### src/rtl/or1200_keystream_prefetch_pkg.sv
// ---------------------------------------------------------------------------
// or1200_keystream_prefetch_pkg
// Shared definitions for the keystream prefetcher:
//   - controller state encoding (IDLE / ISSUE / WAIT)
//   - l.seed field select codes
//   - keystream mode codes (OFB / CTR)
//   - bit offsets of each field inside the 128-bit seed block
// ---------------------------------------------------------------------------
package or1200_keystream_prefetch_pkg;

  localparam int BLK_W = 128;

  typedef enum logic [1:0] {
    ST_IDLE  = 2'd0,
    ST_ISSUE = 2'd1,
    ST_WAIT  = 2'd2
  } state_e;

  typedef enum logic {
    MODE_OFB = 1'b0,
    MODE_CTR = 1'b1
  } mode_e;

  // Field select codes on seed_sel; codes 5..7 write nothing.
  localparam logic [2:0] SEL_ROW  = 3'd0;
  localparam logic [2:0] SEL_COL  = 3'd1;
  localparam logic [2:0] SEL_TB   = 3'd2;
  localparam logic [2:0] SEL_DB   = 3'd3;
  localparam logic [2:0] SEL_CNTR = 3'd4;

  // Seed block layout: {zero pad, cntr, db, tb, col, row}, row at bit 0.
  localparam int ROW_LSB  = 0;
  localparam int ROW_W    = 32;
  localparam int COL_LSB  = 32;
  localparam int COL_W    = 16;
  localparam int TB_LSB   = 48;
  localparam int TB_W     = 16;
  localparam int DB_LSB   = 64;
  localparam int DB_W     = 8;
  localparam int CNTR_LSB = 72;

endpackage

### src/rtl/or1200_keystream_prefetch_if.sv
// ---------------------------------------------------------------------------
// or1200_keystream_prefetch_if
// Bundles the prefetcher's seed-decode, cipher and LSU pad signals.
//   slave  : the prefetcher's view (drives aes_ld/aes_text_in and the pad side)
//   master : the surrounding core + cipher (drives seeds, control, results)
// Signals:
//   seed_wr/seed_sel/seed_data  l.seed field write
//   start/stop/mode             keystream control, mode sampled on start
//   aes_ld/aes_text_in          cipher load strobe and input block
//   aes_done/aes_text_out       cipher result strobe and block
//   pad_rd                      pop head pad
//   pad_out/pad_valid/pad_level head pad, non-empty flag, occupancy
//   unstall                     low only while running with no pad ready
// ---------------------------------------------------------------------------
interface or1200_keystream_prefetch_if
  import or1200_keystream_prefetch_pkg::*;
#(
  parameter int LVL_W = 3
);
  logic             seed_wr;
  logic [2:0]       seed_sel;
  logic [31:0]      seed_data;
  logic             start;
  logic             stop;
  logic             mode;
  logic             aes_ld;
  logic [BLK_W-1:0] aes_text_in;
  logic             aes_done;
  logic [BLK_W-1:0] aes_text_out;
  logic             pad_rd;
  logic [BLK_W-1:0] pad_out;
  logic             pad_valid;
  logic [LVL_W-1:0] pad_level;
  logic             unstall;

  modport slave (
    input  seed_wr, seed_sel, seed_data, start, stop, mode,
    input  aes_done, aes_text_out, pad_rd,
    output aes_ld, aes_text_in, pad_out, pad_valid, pad_level, unstall
  );

  modport master (
    output seed_wr, seed_sel, seed_data, start, stop, mode,
    output aes_done, aes_text_out, pad_rd,
    input  aes_ld, aes_text_in, pad_out, pad_valid, pad_level, unstall
  );
endinterface

### src/rtl/or1200_pad_fifo.sv
// ---------------------------------------------------------------------------
// or1200_pad_fifo
// DEPTH x 128-bit keystream pad FIFO with show-ahead head output.
// Ports:
//   clk, rst      clock, synchronous active-high reset
//   i_push/i_data write one pad (ignored when full)
//   i_pop         remove head pad (ignored when empty)
//   i_flush       empty the FIFO; wins over push and pop
//   o_head        current head pad (meaningful when o_valid)
//   o_valid       non-empty
//   o_full        level == DEPTH
//   o_level       occupancy
//   o_level_nxt   occupancy after this clock edge
// ---------------------------------------------------------------------------
module or1200_pad_fifo
  import or1200_keystream_prefetch_pkg::*;
#(
  parameter int DEPTH = 4,
  parameter int LVL_W = 3
)(
  input  logic             clk,
  input  logic             rst,
  input  logic             i_push,
  input  logic [BLK_W-1:0] i_data,
  input  logic             i_pop,
  input  logic             i_flush,
  output logic [BLK_W-1:0] o_head,
  output logic             o_valid,
  output logic             o_full,
  output logic [LVL_W-1:0] o_level,
  output logic [LVL_W-1:0] o_level_nxt
);

  localparam int AW = $clog2(DEPTH);

  logic [BLK_W-1:0] r_mem [DEPTH];
  logic [AW-1:0]    r_wr_ptr;
  logic [AW-1:0]    r_rd_ptr;
  logic [LVL_W-1:0] r_level;

  logic w_push;
  logic w_pop;

  assign o_full  = (r_level == LVL_W'(DEPTH));
  assign o_valid = (r_level != '0);
  assign o_level = r_level;
  assign o_head  = r_mem[r_rd_ptr];

  assign w_push = i_push && !o_full  && !i_flush;
  assign w_pop  = i_pop  && o_valid && !i_flush;

  always_comb begin
    // NOTE: every always_comb output gets a default first so no path leaves it unassigned (no latch).
    o_level_nxt = r_level;
    if (i_flush)
      o_level_nxt = '0;
    else if (w_push && !w_pop)
      o_level_nxt = r_level + 1'b1;
    else if (w_pop && !w_push)
      o_level_nxt = r_level - 1'b1;
  end

  // Pointers wrap naturally because DEPTH is a power of two.
  always_ff @(posedge clk) begin
    // NOTE: sequential state uses non-blocking <= so every register sees pre-edge values.
    if (rst || i_flush) begin
      r_wr_ptr <= '0;
      r_rd_ptr <= '0;
    end else begin
      if (w_push) r_wr_ptr <= r_wr_ptr + 1'b1;
      if (w_pop)  r_rd_ptr <= r_rd_ptr + 1'b1;
    end
  end

  always_ff @(posedge clk) begin
    if (rst) r_level <= '0;
    else     r_level <= o_level_nxt;
  end

  // NOTE: storage is not reset; its content is never observed unless the level says it was written.
  always_ff @(posedge clk) begin
    if (w_push) r_mem[r_wr_ptr] <= i_data;
  end

endmodule

### src/rtl/or1200_keystream_prefetch.sv
// ---------------------------------------------------------------------------
// or1200_keystream_prefetch
// Collects l.seed fields, drives an external 128-bit cipher through an
// aes_ld / aes_done handshake and prefetches up to DEPTH keystream pads
// (OFB or CTR) so the LSU XOR path can pop a ready pad.
// Ports:
//   clk, rst  clock, synchronous active-high reset
//   bus       or1200_keystream_prefetch_if.slave (seed, control, cipher, pad)
// At most one cipher operation is outstanding. A result that belongs to an
// aborted keystream (start/stop while in flight) is dropped via r_discard.
// ---------------------------------------------------------------------------
module or1200_keystream_prefetch
  import or1200_keystream_prefetch_pkg::*;
#(
  parameter int DEPTH  = 4,
  parameter int CNTR_W = 16,
  parameter int LVL_W  = 3
)(
  input  logic clk,
  input  logic rst,
  or1200_keystream_prefetch_if.slave bus
);

  // Seed fields as written by l.seed.
  logic [ROW_W-1:0]  r_row;
  logic [COL_W-1:0]  r_col;
  logic [TB_W-1:0]   r_tb;
  logic [DB_W-1:0]   r_db;
  logic [CNTR_W-1:0] r_cntr;

  state_e           r_state;
  mode_e            r_mode;
  logic             r_discard;
  logic             r_aes_ld;
  logic             r_unstall;
  logic [BLK_W-1:0] r_aes_text_in;
  logic [BLK_W-1:0] r_work;   // seed of the running keystream (CTR counter advances here)
  logic [BLK_W-1:0] r_next;   // block to feed the cipher at the next issue

  logic [BLK_W-1:0] w_seed;
  logic [BLK_W-1:0] w_work_inc;
  logic [BLK_W-1:0] w_head;
  logic             w_valid;
  logic             w_full;
  logic [LVL_W-1:0] w_level;
  logic [LVL_W-1:0] w_level_nxt;
  logic             w_inflight;
  logic             w_flush;
  logic             w_push;
  logic             w_idle_nxt;

  always_ff @(posedge clk) begin
    if (rst) begin
      r_row  <= '0;
      r_col  <= '0;
      r_tb   <= '0;
      r_db   <= '0;
      r_cntr <= '0;
    end else if (bus.seed_wr) begin
      case (bus.seed_sel)
        SEL_ROW:  r_row  <= bus.seed_data;
        SEL_COL:  r_col  <= bus.seed_data[COL_W-1:0];
        SEL_TB:   r_tb   <= bus.seed_data[TB_W-1:0];
        SEL_DB:   r_db   <= bus.seed_data[DB_W-1:0];
        SEL_CNTR: r_cntr <= CNTR_W'(bus.seed_data);
        default:  ;
      endcase
    end
  end

  always_comb begin
    w_seed = '0;
    w_seed[ROW_LSB  +: ROW_W]  = r_row;
    w_seed[COL_LSB  +: COL_W]  = r_col;
    w_seed[TB_LSB   +: TB_W]   = r_tb;
    w_seed[DB_LSB   +: DB_W]   = r_db;
    w_seed[CNTR_LSB +: CNTR_W] = r_cntr;
  end

  // CTR successor: only the counter field moves, wrapping modulo 2^CNTR_W.
  always_comb begin
    w_work_inc = r_work;
    w_work_inc[CNTR_LSB +: CNTR_W] = r_work[CNTR_LSB +: CNTR_W] + 1'b1;
  end

  // An op is still pending after this edge unless its result arrives now.
  assign w_inflight = ((r_state == ST_WAIT) || r_discard) && !bus.aes_done;
  assign w_flush    = bus.start || bus.stop;
  assign w_push     = (r_state == ST_WAIT) && bus.aes_done && !r_discard && !w_flush;
  // Only stop enters IDLE; start always leaves it.
  assign w_idle_nxt = bus.stop || ((r_state == ST_IDLE) && !bus.start);

  or1200_pad_fifo #(
    .DEPTH (DEPTH),
    .LVL_W (LVL_W)
  ) u_pad_fifo (
    .clk         (clk),
    .rst         (rst),
    .i_push      (w_push),
    .i_data      (bus.aes_text_out),
    .i_pop       (bus.pad_rd),
    .i_flush     (w_flush),
    .o_head      (w_head),
    .o_valid     (w_valid),
    .o_full      (w_full),
    .o_level     (w_level),
    .o_level_nxt (w_level_nxt)
  );

  always_ff @(posedge clk) begin
    if (rst) begin
      r_state       <= ST_IDLE;
      r_mode        <= MODE_OFB;
      r_discard     <= 1'b0;
      r_aes_ld      <= 1'b0;
      r_aes_text_in <= '0;
      r_work        <= '0;
      r_next        <= '0;
      r_unstall     <= 1'b1;
    end else begin
      r_aes_ld  <= 1'b0;
      r_unstall <= w_idle_nxt || (w_level_nxt != '0);

      if (bus.stop) begin
        r_state   <= ST_IDLE;
        r_discard <= w_inflight;
      end else if (bus.start) begin
        r_mode <= mode_e'(bus.mode);
        r_work <= w_seed;
        r_next <= w_seed;
        if (w_inflight) begin
          // Let the stale op finish; the first new load follows its aes_done.
          r_state   <= ST_WAIT;
          r_discard <= 1'b1;
        end else begin
          // The FIFO has just been flushed, so the ISSUE step always succeeds:
          // fold it into this edge to load the seed one cycle after start.
          r_state       <= ST_WAIT;
          r_discard     <= 1'b0;
          r_aes_ld      <= 1'b1;
          r_aes_text_in <= w_seed;
        end
      end else begin
        case (r_state)
          ST_IDLE: begin
            if (bus.aes_done) r_discard <= 1'b0;
          end
          ST_ISSUE: begin
            if (!w_full) begin
              r_aes_ld      <= 1'b1;
              r_aes_text_in <= r_next;
              r_state       <= ST_WAIT;
            end
          end
          ST_WAIT: begin
            if (bus.aes_done) begin
              r_state   <= ST_ISSUE;
              r_discard <= 1'b0;
              if (!r_discard) begin
                if (r_mode == MODE_CTR) begin
                  r_work <= w_work_inc;
                  r_next <= w_work_inc;
                end else begin
                  r_next <= bus.aes_text_out;
                end
              end
            end
          end
          default: r_state <= ST_IDLE;
        endcase
      end
    end
  end

  assign bus.aes_ld      = r_aes_ld;
  assign bus.aes_text_in = r_aes_text_in;
  assign bus.pad_out     = w_head;
  assign bus.pad_valid   = w_valid;
  assign bus.pad_level   = w_level;
  assign bus.unstall     = r_unstall;

endmodule
### src/flat_wrapper.sv
// flat-port wrapper written by rule: the top's interface ports become plain ports
module or1200_keystream_prefetch_flat import or1200_keystream_prefetch_pkg::*;
#(
  parameter int DEPTH  = 4,
  parameter int CNTR_W = 16,
  parameter int LVL_W  = 3
)
  (clk, rst, bus_seed_wr, bus_seed_sel, bus_seed_data, bus_start, bus_stop, bus_mode, bus_aes_done, bus_aes_text_out, bus_pad_rd, bus_aes_ld, bus_aes_text_in, bus_pad_out, bus_pad_valid, bus_pad_level, bus_unstall);
  or1200_keystream_prefetch_if #(.LVL_W(LVL_W)) bus_i ();
  input  logic clk;
  input  logic rst;
  input wire logic [$bits(bus_i.seed_wr)-1:0] bus_seed_wr;
  input wire logic [$bits(bus_i.seed_sel)-1:0] bus_seed_sel;
  input wire logic [$bits(bus_i.seed_data)-1:0] bus_seed_data;
  input wire logic [$bits(bus_i.start)-1:0] bus_start;
  input wire logic [$bits(bus_i.stop)-1:0] bus_stop;
  input wire logic [$bits(bus_i.mode)-1:0] bus_mode;
  input wire logic [$bits(bus_i.aes_done)-1:0] bus_aes_done;
  input wire logic [$bits(bus_i.aes_text_out)-1:0] bus_aes_text_out;
  input wire logic [$bits(bus_i.pad_rd)-1:0] bus_pad_rd;
  output wire logic [$bits(bus_i.aes_ld)-1:0] bus_aes_ld;
  output wire logic [$bits(bus_i.aes_text_in)-1:0] bus_aes_text_in;
  output wire logic [$bits(bus_i.pad_out)-1:0] bus_pad_out;
  output wire logic [$bits(bus_i.pad_valid)-1:0] bus_pad_valid;
  output wire logic [$bits(bus_i.pad_level)-1:0] bus_pad_level;
  output wire logic [$bits(bus_i.unstall)-1:0] bus_unstall;
  assign bus_i.seed_wr = bus_seed_wr;
  assign bus_i.seed_sel = bus_seed_sel;
  assign bus_i.seed_data = bus_seed_data;
  assign bus_i.start = bus_start;
  assign bus_i.stop = bus_stop;
  assign bus_i.mode = bus_mode;
  assign bus_i.aes_done = bus_aes_done;
  assign bus_i.aes_text_out = bus_aes_text_out;
  assign bus_i.pad_rd = bus_pad_rd;
  assign bus_aes_ld = bus_i.aes_ld;
  assign bus_aes_text_in = bus_i.aes_text_in;
  assign bus_pad_out = bus_i.pad_out;
  assign bus_pad_valid = bus_i.pad_valid;
  assign bus_pad_level = bus_i.pad_level;
  assign bus_unstall = bus_i.unstall;
  or1200_keystream_prefetch #(.DEPTH(DEPTH), .CNTR_W(CNTR_W), .LVL_W(LVL_W)) u_core (.clk(clk), .rst(rst), .bus(bus_i));
endmodule
### config.mk
export PLATFORM = sky130hd
export DESIGN_NAME = or1200_keystream_prefetch_flat
export DESIGN_NICKNAME = d
export VERILOG_FILES = /design/src/rtl/or1200_keystream_prefetch_pkg.sv /design/src/rtl/or1200_keystream_prefetch_if.sv /design/src/rtl/or1200_pad_fifo.sv /design/src/rtl/or1200_keystream_prefetch.sv /design/src/flat_wrapper.sv
export SDC_FILE = /design/constraint.sdc
export NUM_CORES = 1
export LEC_CHECK = 0
export BUFFER_PORTS_ARGS = -buffer_cell sky130_fd_sc_hd__buf_4
export CAP_MARGIN = 20
export CORE_UTILIZATION = 52
export DETAILED_ROUTE_END_ITERATION = 7
export PLACE_DENSITY = 0.75
export SLEW_MARGIN = 40
export SYNTH_ARGS = -nofsm -noshare
export SYNTH_HDL_FRONTEND = slang
export SYNTH_SLANG_ARGS = --single-unit
### constraint.sdc
create_clock -name clk -period 5.1 [get_ports clk]
set_input_delay 1.02 -clock clk [delete_from_list [all_inputs] [get_ports clk]]
set_output_delay 1.02 -clock clk [all_outputs]
set_load 0.03 [all_outputs]
==> out/qor_table.md, run 1 <==
| Stage | Item | Reported |
|:---|:---|:---|
| routing | Detailed-routed wire length on met3 | 8130 microns |
| synthesis | Area share of the largest cell type after synthesis | 41.8% |
| run | Number of violations of the max-capacitance limit | 0 |
| sta | Final hold viol count | 0 |
| placement | DP Wirelength | 60,500 microns |
| clock network | H-tree depth | 3 |
| routing | # DRC | 0 |
| finish | Fraction of final layout cells sized beyond drive strength 1 | 23.5% |
| outcome | Run status | finished clean |
| synthesis | Cell with the most instances after synthesis | sky130_fd_sc_hd__nand2_1 |
| power | Power Dens Cells | 370 nW/um^2 |
| synthesis | Area of the mapped netlist | 36,700 sq um |
| synthesis | Count of yosys warnings during synthesis | 0 |
| power | Largest vdd supply drop | 0.000326 V |
| routing | Met1 wire length | 37,900 microns |
| setup path | Top cell family by delay on the critical path | buffers and inverters |
| sta | Final Max Tran Viols | 0 |
| synthesis | Post-synthesis share of cell area spent on full adders, half adders and majority gates | 0.300% |
| synthesis | Dominant combinational cell family by area after synthesis | multiplexers |
| synthesis | Area fraction in and, or, nand and nor cells after synthesis | 9.48% |
| routing | Detailed router's first-iteration violation count | 2,147 |
| clock network | Clk root buf | sky130_fd_sc_hd__clkbuf_16 |
| synthesis | Dominant synthesized flop cell | sky130_fd_sc_hd__edfxtp_1 |
| synthesis | Dominant cells by area after synthesis | sky130_fd_sc_hd__edfxtp_1 42%, sky130_fd_sc_hd__dfxtp_1 24%, sky130_fd_sc_hd__mux4_2 7.8%, sky130_fd_sc_hd__nand2_1 5.8%, sky130_fd_sc_hd__a21oi_1 3.9% |
| setup path | Buffering stage count on the worst path with inverters included | 3 |
| synthesis | Share of synthesized area spent on multiplexers | 11.7% |
| routing | Number of iterations in the first detailed-routing pass | 7 |
| synthesis | Area share of xor/xnor cells in the synthesized design | 0.419% |
| setup path | Crit path required time | 4.08 ns |
| clock network | TritonCTS sink count | 959 |
| sta | Endpoints failing setup | 0 |
| finish | Synth-to-layout area growth | 20.1% |
| clock network | Post-CTS repair timing setup buffer count | 0 |
| floorplanning | Number of primary I/O pins | 433 |
| synthesis | Top cell type by total area after synthesis | sky130_fd_sc_hd__edfxtp_1 |
| setup path | Worst setup path class | reg -> out |
| global routing | Number of antenna violations at the first check in global routing | 8 |
| power | Leakage | 0.0150 uW |
| clock network | Number of clock buffers inserted by TritonCTS | 96 |
| global routing | Vias in the first global route | 24,599 |
| clock network | Clock slew at reported path FFs | 0.06 ns |
| global routing | First-pass GRT wire length | 142,000 microns |
| synthesis | Post-Synthesis Net Count | 3,065 |
| synthesis | Synth Instances | 2,886 |
| synthesis | Number of storage elements in the synthesis netlist | 959 |
| setup path | Crit path launch type | flop |
| routing | Uppermost layer routed | met5 |
| synthesis | Unique cell type count in the Yosys netlist | 70 |
| sta | Setup Skew | 0.0237 ns |
| sta | Sum of negative setup slack | 0 ns |
| routing | Overall via count from detail_route | 24,925 |
| clock network | TritonCTS clock tree | yes |
| synthesis | Most frequent cells after synthesis | 568 x sky130_fd_sc_hd__nand2_1, 512 x sky130_fd_sc_hd__edfxtp_1, 447 x sky130_fd_sc_hd__dfxtp_1, 286 x sky130_fd_sc_hd__a21oi_1, 168 x sky130_fd_sc_hd__nor2_1 |
| setup path | Crit-path slowest cell | sky130_fd_sc_hd__dfxtp_4 |
| finish | Filler cell count | 5,108 |
| setup path | Arrival time reported for the critical path endpoint | 2.64 ns |
| sta | Max transition margin | 48.9% |
| floorplanning | Die span in y | 268 microns |
| routing | Via count normalized by instance count | 5.84 |
| synthesis | Share of the yosys chip area belonging to registers | 66.2% |
| sta | Worst slack on hold paths | 0.454 ns |
| global routing | Largest net degree at the start of global routing | 148 |
| setup path | Series of cell instances along the critical path | buf_12 > buf_12 > mux4_2 > buf_4 |
| routing | WL/cell | 22.2 microns |
| synthesis | Avg Synthesized Cell Area | 12.7 sq um |
| worst hold path | Tightest Hold Check Type | reg -> reg |
| sta | Max frequency | 273 MHz |
| routing | Detail Route Antenna Nets | 0 |
| synthesis | Area fraction in compound gates after synthesis | 9.33% |
| sta | Worst slew pin tran | 0.764 ns |
| global routing | Total overflow reported by the global router | 0 |
| placement | Gpl congestion | 0.869 |
| floorplanning | Overall die width | 268 microns |
| clock network | Count of instances resized after the clock tree is built | 0 |
| setup path | Max incr delay on CP | 0.59 ns |
| routing | Overall routed net length | 94,700 microns |
| sta | Post-route minimum period | 3.66 ns |
| global routing | Total track usage | 25.9% |
| routing | Routed length on met2 | 45,900 microns |
| clock network | Maximum clock insertion buffer count | 3 |
| placement | Quantity of I/O buffers inserted on ports | 432 |
| sta | Fin crit share | 71.8% |
| setup path | Most common cell on crit path | sky130_fd_sc_hd__buf_12 |
| synthesis | Share of flip-flops with an asynchronous set or reset after synthesis | 0% |
| sta | Setup repair after global routing missed its margin | false |
| floorplanning | Die area | 71,700 sq um |
| floorplanning | Floorplan core area | 70,000 sq um |
| synthesis | Number of synthesized flops with an enable pin | 512 |
| finish | Post-layout net count | 3,420 |
| clock network | Number of hold-repair buffers added at the cts stage | 0 |
| floorplanning | Starting Density | 52.5% |
| floorplanning | Row count | 97 |
| setup path | Maximum net fanout on the critical path | 28 |
| setup path | Crit path capture type | output port |
| clock network | Insertion delay to the later sink of the worst-skew pair | 0.65 ns |
worst register-to-register path: cells and delay by family, from the launching register on:
family / cells / cell delay [ns]
buffers and inverters: 2 / 0.68
and+or+nand+nor: 1 / 0.51
AOI/OAI and AO/OA: 1 / 0.42
DFF: 1 / 0.40
adders and majority gates: 1 / 0.27
registers in the layout, summed over array words and instances, names as in the netlist, 2 cells and up, named ones only:
| name | flops |
|---|---|
| u_core.u_pad_fifo.o_level | 3 |
| u_core.r_col | 16 |
| u_core.u_pad_fifo.r_rd_ptr | 2 |
| u_core.r_work | 88 |
| u_core.u_pad_fifo.r_wr_ptr | 2 |
| u_core.r_tb | 16 |
| u_core.r_state | 2 |
| u_core.bus.aes_text_in | 128 |
| u_core.r_db | 8 |
| u_core.r_cntr | 16 |
| u_core.r_row | 32 |
| u_core.r_next | 128 |
| u_core.u_pad_fifo.r_mem | 512 |
worst paths after layout:
check,start,to,slack (ns),cells after the start
worst max-delay path,flop,bus_pad_out[48],1.44,4
worst min-delay path,u_core.r_next[116]$_SDFFE_PP0P_,u_core.r_next[116]$_SDFFE_PP0P_,0.45,2
worst max register to register,u_core.u_pad_fifo.o_level[0]$_SDFF_PP0_,u_core.u_pad_fifo.r_mem[2][31]$_DFFE_PP_,2.37,5
worst min register to register,u_core.r_next[116]$_SDFFE_PP0P_,u_core.r_next[116]$_SDFFE_PP0P_,0.45,2
power by group:
group          leakage [uW]  total [uW]  switching [uW]  internal, uW
registers           0.00824        8320            83.1          8240
logic               0.00526         986             652           335
clock network       0.00155        7000            2960          4050
total                0.0150       16300            3690         12600
logic make-up (layout without fill, tap and decap cells):
logic type | Yosys count | count (layout)
flip-flops | 959 | 959
XOR/XNOR | 16 | 16
adder cells (fa/ha/maj) | 9 | 9
AND/OR/NAND/NOR | 854 | 854
AO/OA/AOI/OAI | 552 | 552
other | 0 | 2
multiplexers | 268 | 268
buffers and inverters | 228 | 667
layout by cell type (no fill, tap or decap), types with 75 or more instances in the layout:
cell and instances:
sky130_fd_sc_hd__a211oi_1 75, sky130_fd_sc_hd__a21oi_1 286, sky130_fd_sc_hd__buf_4 452, sky130_fd_sc_hd__clkbuf_16 99, sky130_fd_sc_hd__dfxtp_1 444, sky130_fd_sc_hd__edfxtp_1 512
sky130_fd_sc_hd__mux2i_1 140, sky130_fd_sc_hd__mux4_2 128, sky130_fd_sc_hd__nand2_1 567, sky130_fd_sc_hd__nor2_1 165
layout make-up:
class / count / area (sq um) / share of cell area [%]
Clock buffer: 135 / 2760 / 6.25
Inverter: 9 / 38.8 / 0.0879
Tap cell: 940 / 1180 / 2.66
Sequential cell: 959 / 24300 / 55.1
Multi-Input combinational cell: 1699 / 11600 / 26.2
Clock inverter: 47 / 424 / 0.961
Antenna cell: 2 / 5.00 / 0.0113
Timing Repair Buffer: 476 / 3830 / 8.69
per-layer routing:
layer / global-route usage, % / vias to the layer above
met5: 0 / -
met4: 9.56 / 6
met3: 6.63 / 167
met2: 42.5 / 975
met1: 33.3 / 12426
li1: - / 11351
metrics by stage:
step	power, uW	setup slack, ns	util [%]	instance area [sq um]	std cells
after floorplan	9010	1.39	-	36700	2886
after global placement	9430	1.51	58.2	40800	4076
after detailed placement	9470	1.63	58.4	40900	4082
after CTS	16400	1.38	63.0	44100	4264
after global routing	16800	1.30	63.0	44100	4267
final	16300	1.44	63.0	44100	4267
No activity file was read; power rests on OpenSTA's default activity.
==> inputs of run 2 (changes only) <==
Settings changed: CORE_UTILIZATION 52 to 58, PLACE_DENSITY 0.75 to 0.79.
Clock period 5.1 ns to 3.4 ns, I/O delays scaled along.
==> out/qor_table.md, run 2 (synthesis results as in run 1) <==
| Stage | Item | Reported |
|:---|:---|:---|
| floorplanning | Row count | 91 |
| sta | Sum of negative setup slack | 0 ns |
| power | Clk network pwr share | 43.1% |
| sta | Max frequency | 311 MHz |
| clock network | Maximum clock insertion buffer count | 3 |
| floorplanning | Die span in y | 254 microns |
| floorplanning | Number of primary I/O pins | 433 |
| global routing | First-pass GRT wire length | 149,000 microns |
| routing | Via count normalized by instance count | 6.14 |
| power | Leakage | 0.0151 uW |
| setup path | Crit path launch type | flop |
| clock network | Number of hold-repair buffers added at the cts stage | 0 |
| finish | Fraction of final layout cells sized beyond drive strength 1 | 23.5% |
| sta | Endpoints failing setup | 0 |
| finish | Most frequent standard cell in the layout excluding fill and tap cells | sky130_fd_sc_hd__nand2_1 |
| routing | Number of iterations in the first detailed-routing pass | 5 |
| routing | Detail Route Antenna Nets | 0 |
| setup path | Worst setup path class | reg -> out |
| sta | Final hold viol count | 0 |
| finish | Post-layout net count | 3,437 |
| power | Largest vdd supply drop | 0.000585 V |
| floorplanning | Overall die width | 254 microns |
| routing | Overall routed net length | 99,000 microns |
| sta | Setup repair after global routing missed its margin | false |
| clock network | Post-CTS repair timing setup buffer count | 0 |
| finish | Commonest non-fill, non-tap cells in the layout | 567 x sky130_fd_sc_hd__nand2_1, 512 x sky130_fd_sc_hd__edfxtp_1, 470 x sky130_fd_sc_hd__buf_4 |
| setup path | Arrival time reported for the critical path endpoint | 2.53 ns |
| placement | DP Wirelength | 62,100 microns |
| sta | Post-route minimum period | 3.21 ns |
| worst hold path | Origin of the worst min-delay path | bus_aes_text_out[79] |
| sta | Worst slew pin tran | 0.868 ns |
| placement | Quantity of I/O buffers inserted on ports | 432 |
| clock network | Clk root buf | sky130_fd_sc_hd__clkbuf_16 |
| power | Total power of the final layout | 24,600 uW |
| clock network | TritonCTS sink count | 959 |
| sta | Setup Skew | 0.0212 ns |
| floorplanning | Starting Density | 59.1% |
| finish | Filler cell count | 4,043 |
| setup path | Worst r2r dst | u_core.bus.aes_text_in[15]$_SDFFE_PP0P_ |
| routing | Detailed router's first-iteration violation count | 2,609 |
| setup path | FF-to-FF path depth | 8 |
| clock network | TritonCTS clock tree | yes |
| setup path | Worst setup slack for register-to-register paths | 0.80 ns |
| global routing | Number of antenna violations at the first check in global routing | 2 |
| power | Sequential Power Share | 50.8% |
| sta | Fin crit share | 94.5% |
| global routing | Total overflow reported by the global router | 0 |
| floorplanning | Floorplan core area | 62,200 sq um |
| global routing | Largest net degree at the start of global routing | 139 |
| worst hold path | Worst hold stages | 1 |
| setup path | Maximum net fanout on the critical path | 28 |
| finish | Max reg flops | 512 |
| setup path | Beginning of the worst register-to-register path | u_core.u_pad_fifo.o_level[1]$_SDFF_PP0_ |
| clock network | Clock slew at reported path FFs | 0.06 ns |
| setup path | Crit path required time | 2.72 ns |
| worst hold path | Tightest Hold Check Type | in -> reg |
| sta | Final Max Tran Viols | 0 |
| sta | Max transition margin | 42.1% |
| power | Switching share of power | 22.2% |
| floorplanning | Die area | 64,400 sq um |
| routing | # DRC | 0 |
| routing | WL/cell | 23.7 microns |
| global routing | Vias in the first global route | 25,985 |
| setup path | Crit path capture type | output port |
| power | Power Dens Cells | 558 nW/um^2 |
| routing | Overall via count from detail_route | 25,643 |
| outcome | Run status | finished clean |
| power | Internal Power | 19,200 uW |
| worst hold path | Endpoint of the worst hold-timing path | u_core.u_pad_fifo.r_mem[0][79]$_DFFE_PP_ |
| clock network | H-tree depth | 3 |
| finish | Largest reg by FF count | u_core.u_pad_fifo.r_mem |
| finish | Final antenna diode count | 0 |
| run | Number of violations of the max-capacitance limit | 0 |
| clock network | Insertion delay to the later sink of the worst-skew pair | 0.65 ns |
| power | Comb pwr share | 6.1% |
| global routing | Total track usage | 30.6% |
| placement | Gpl congestion | 0.870 |
| clock network | Number of clock buffers inserted by TritonCTS | 93 |
| finish | Synth-to-layout area growth | 20.2% |
| power | Net switching power | 5460 uW |
| clock network | Count of instances resized after the clock tree is built | 0 |
[run 2: cell types whose count changed in the layout (fill, tap and decap cells not counted), sizes merged]
cell      delta
clkinv      -11
diode        -2
bufinv       +7
inv          -1
clkbuf       -1
buf         +20
clkinvlp     -2
[run 2: power by group through the flow]
stage / registers (uW) / clock network, uW / logic, uW
final: 12500 / 10600 / 1500
after global routing: 12500 / 11200 / 1590
after CTS: 12500 / 10700 / 1480
after detailed placement: 12700 / 0 / 1470
after global placement: 12700 / 0 / 1430
after floorplan: 12800 / 0 / 671
[run 2: layout make-up]
cell class / count / area, sq um / share of cell area [%]
clock buffer: 134 / 2620 / 5.94
inverter: 9 / 36.3 / 0.0822
multi-input combinational: 1699 / 11500 / 26.2
timing repair buffer: 496 / 4040 / 9.15
clock inverter: 40 / 528 / 1.20
sequential: 959 / 24300 / 55.1
tap: 837 / 1050 / 2.37
[run 2: critical path: stages, from the launching register on]
cell and delay [ns]:
sky130_fd_sc_hd__dfxtp_4 0.76, sky130_fd_sc_hd__buf_12 0.33, sky130_fd_sc_hd__mux4_2 0.58, sky130_fd_sc_hd__buf_4 0.19
[run 2: worst max-delay path by stage]
stage	endpoint	cells past startpoint	slack, ns
CTS	bus_pad_out[110]	3	0.11
finish	bus_pad_out[110]	3	0.19
floorplan	u_core.u_pad_fifo.r_mem[0][0]$_DFFE_PP_	4	0.03
detailed placement	u_core.u_pad_fifo.r_mem[0][108]$_DFFE_PP_	5	0.61
global route	bus_pad_out[110]	3	0.07
global placement	u_core.u_pad_fifo.r_mem[0][108]$_DFFE_PP_	5	0.69
[run 2: metal layers]
metal  vias to the layer above  global-route usage (%)  share of wire [%]
li1                      11359                       -                  -
met2                      1297                    50.8                 49
met1                     12732                    38.2                 38
met3                       251                    7.10                8.7
met4                         4                    14.3                4.3
met5                         -                       0              0.033
[run 2: stage by stage]
step / util, % / area (sq um) / instances / setup slack (ns) / hold slack, ns
detailed placement: 65.9 / 41000 / 3999 / 0.611 / 0.444
floorplan: - / 36700 / 2886 / 0.0325 / 0.432
global route: 71.0 / 44200 / 4174 / 0.0713 / 0.220
CTS: 71.0 / 44100 / 4173 / 0.112 / 0.212
finish: 71.0 / 44200 / 4174 / 0.188 / 0.240
global placement: 65.9 / 41000 / 3999 / 0.694 / 0.438
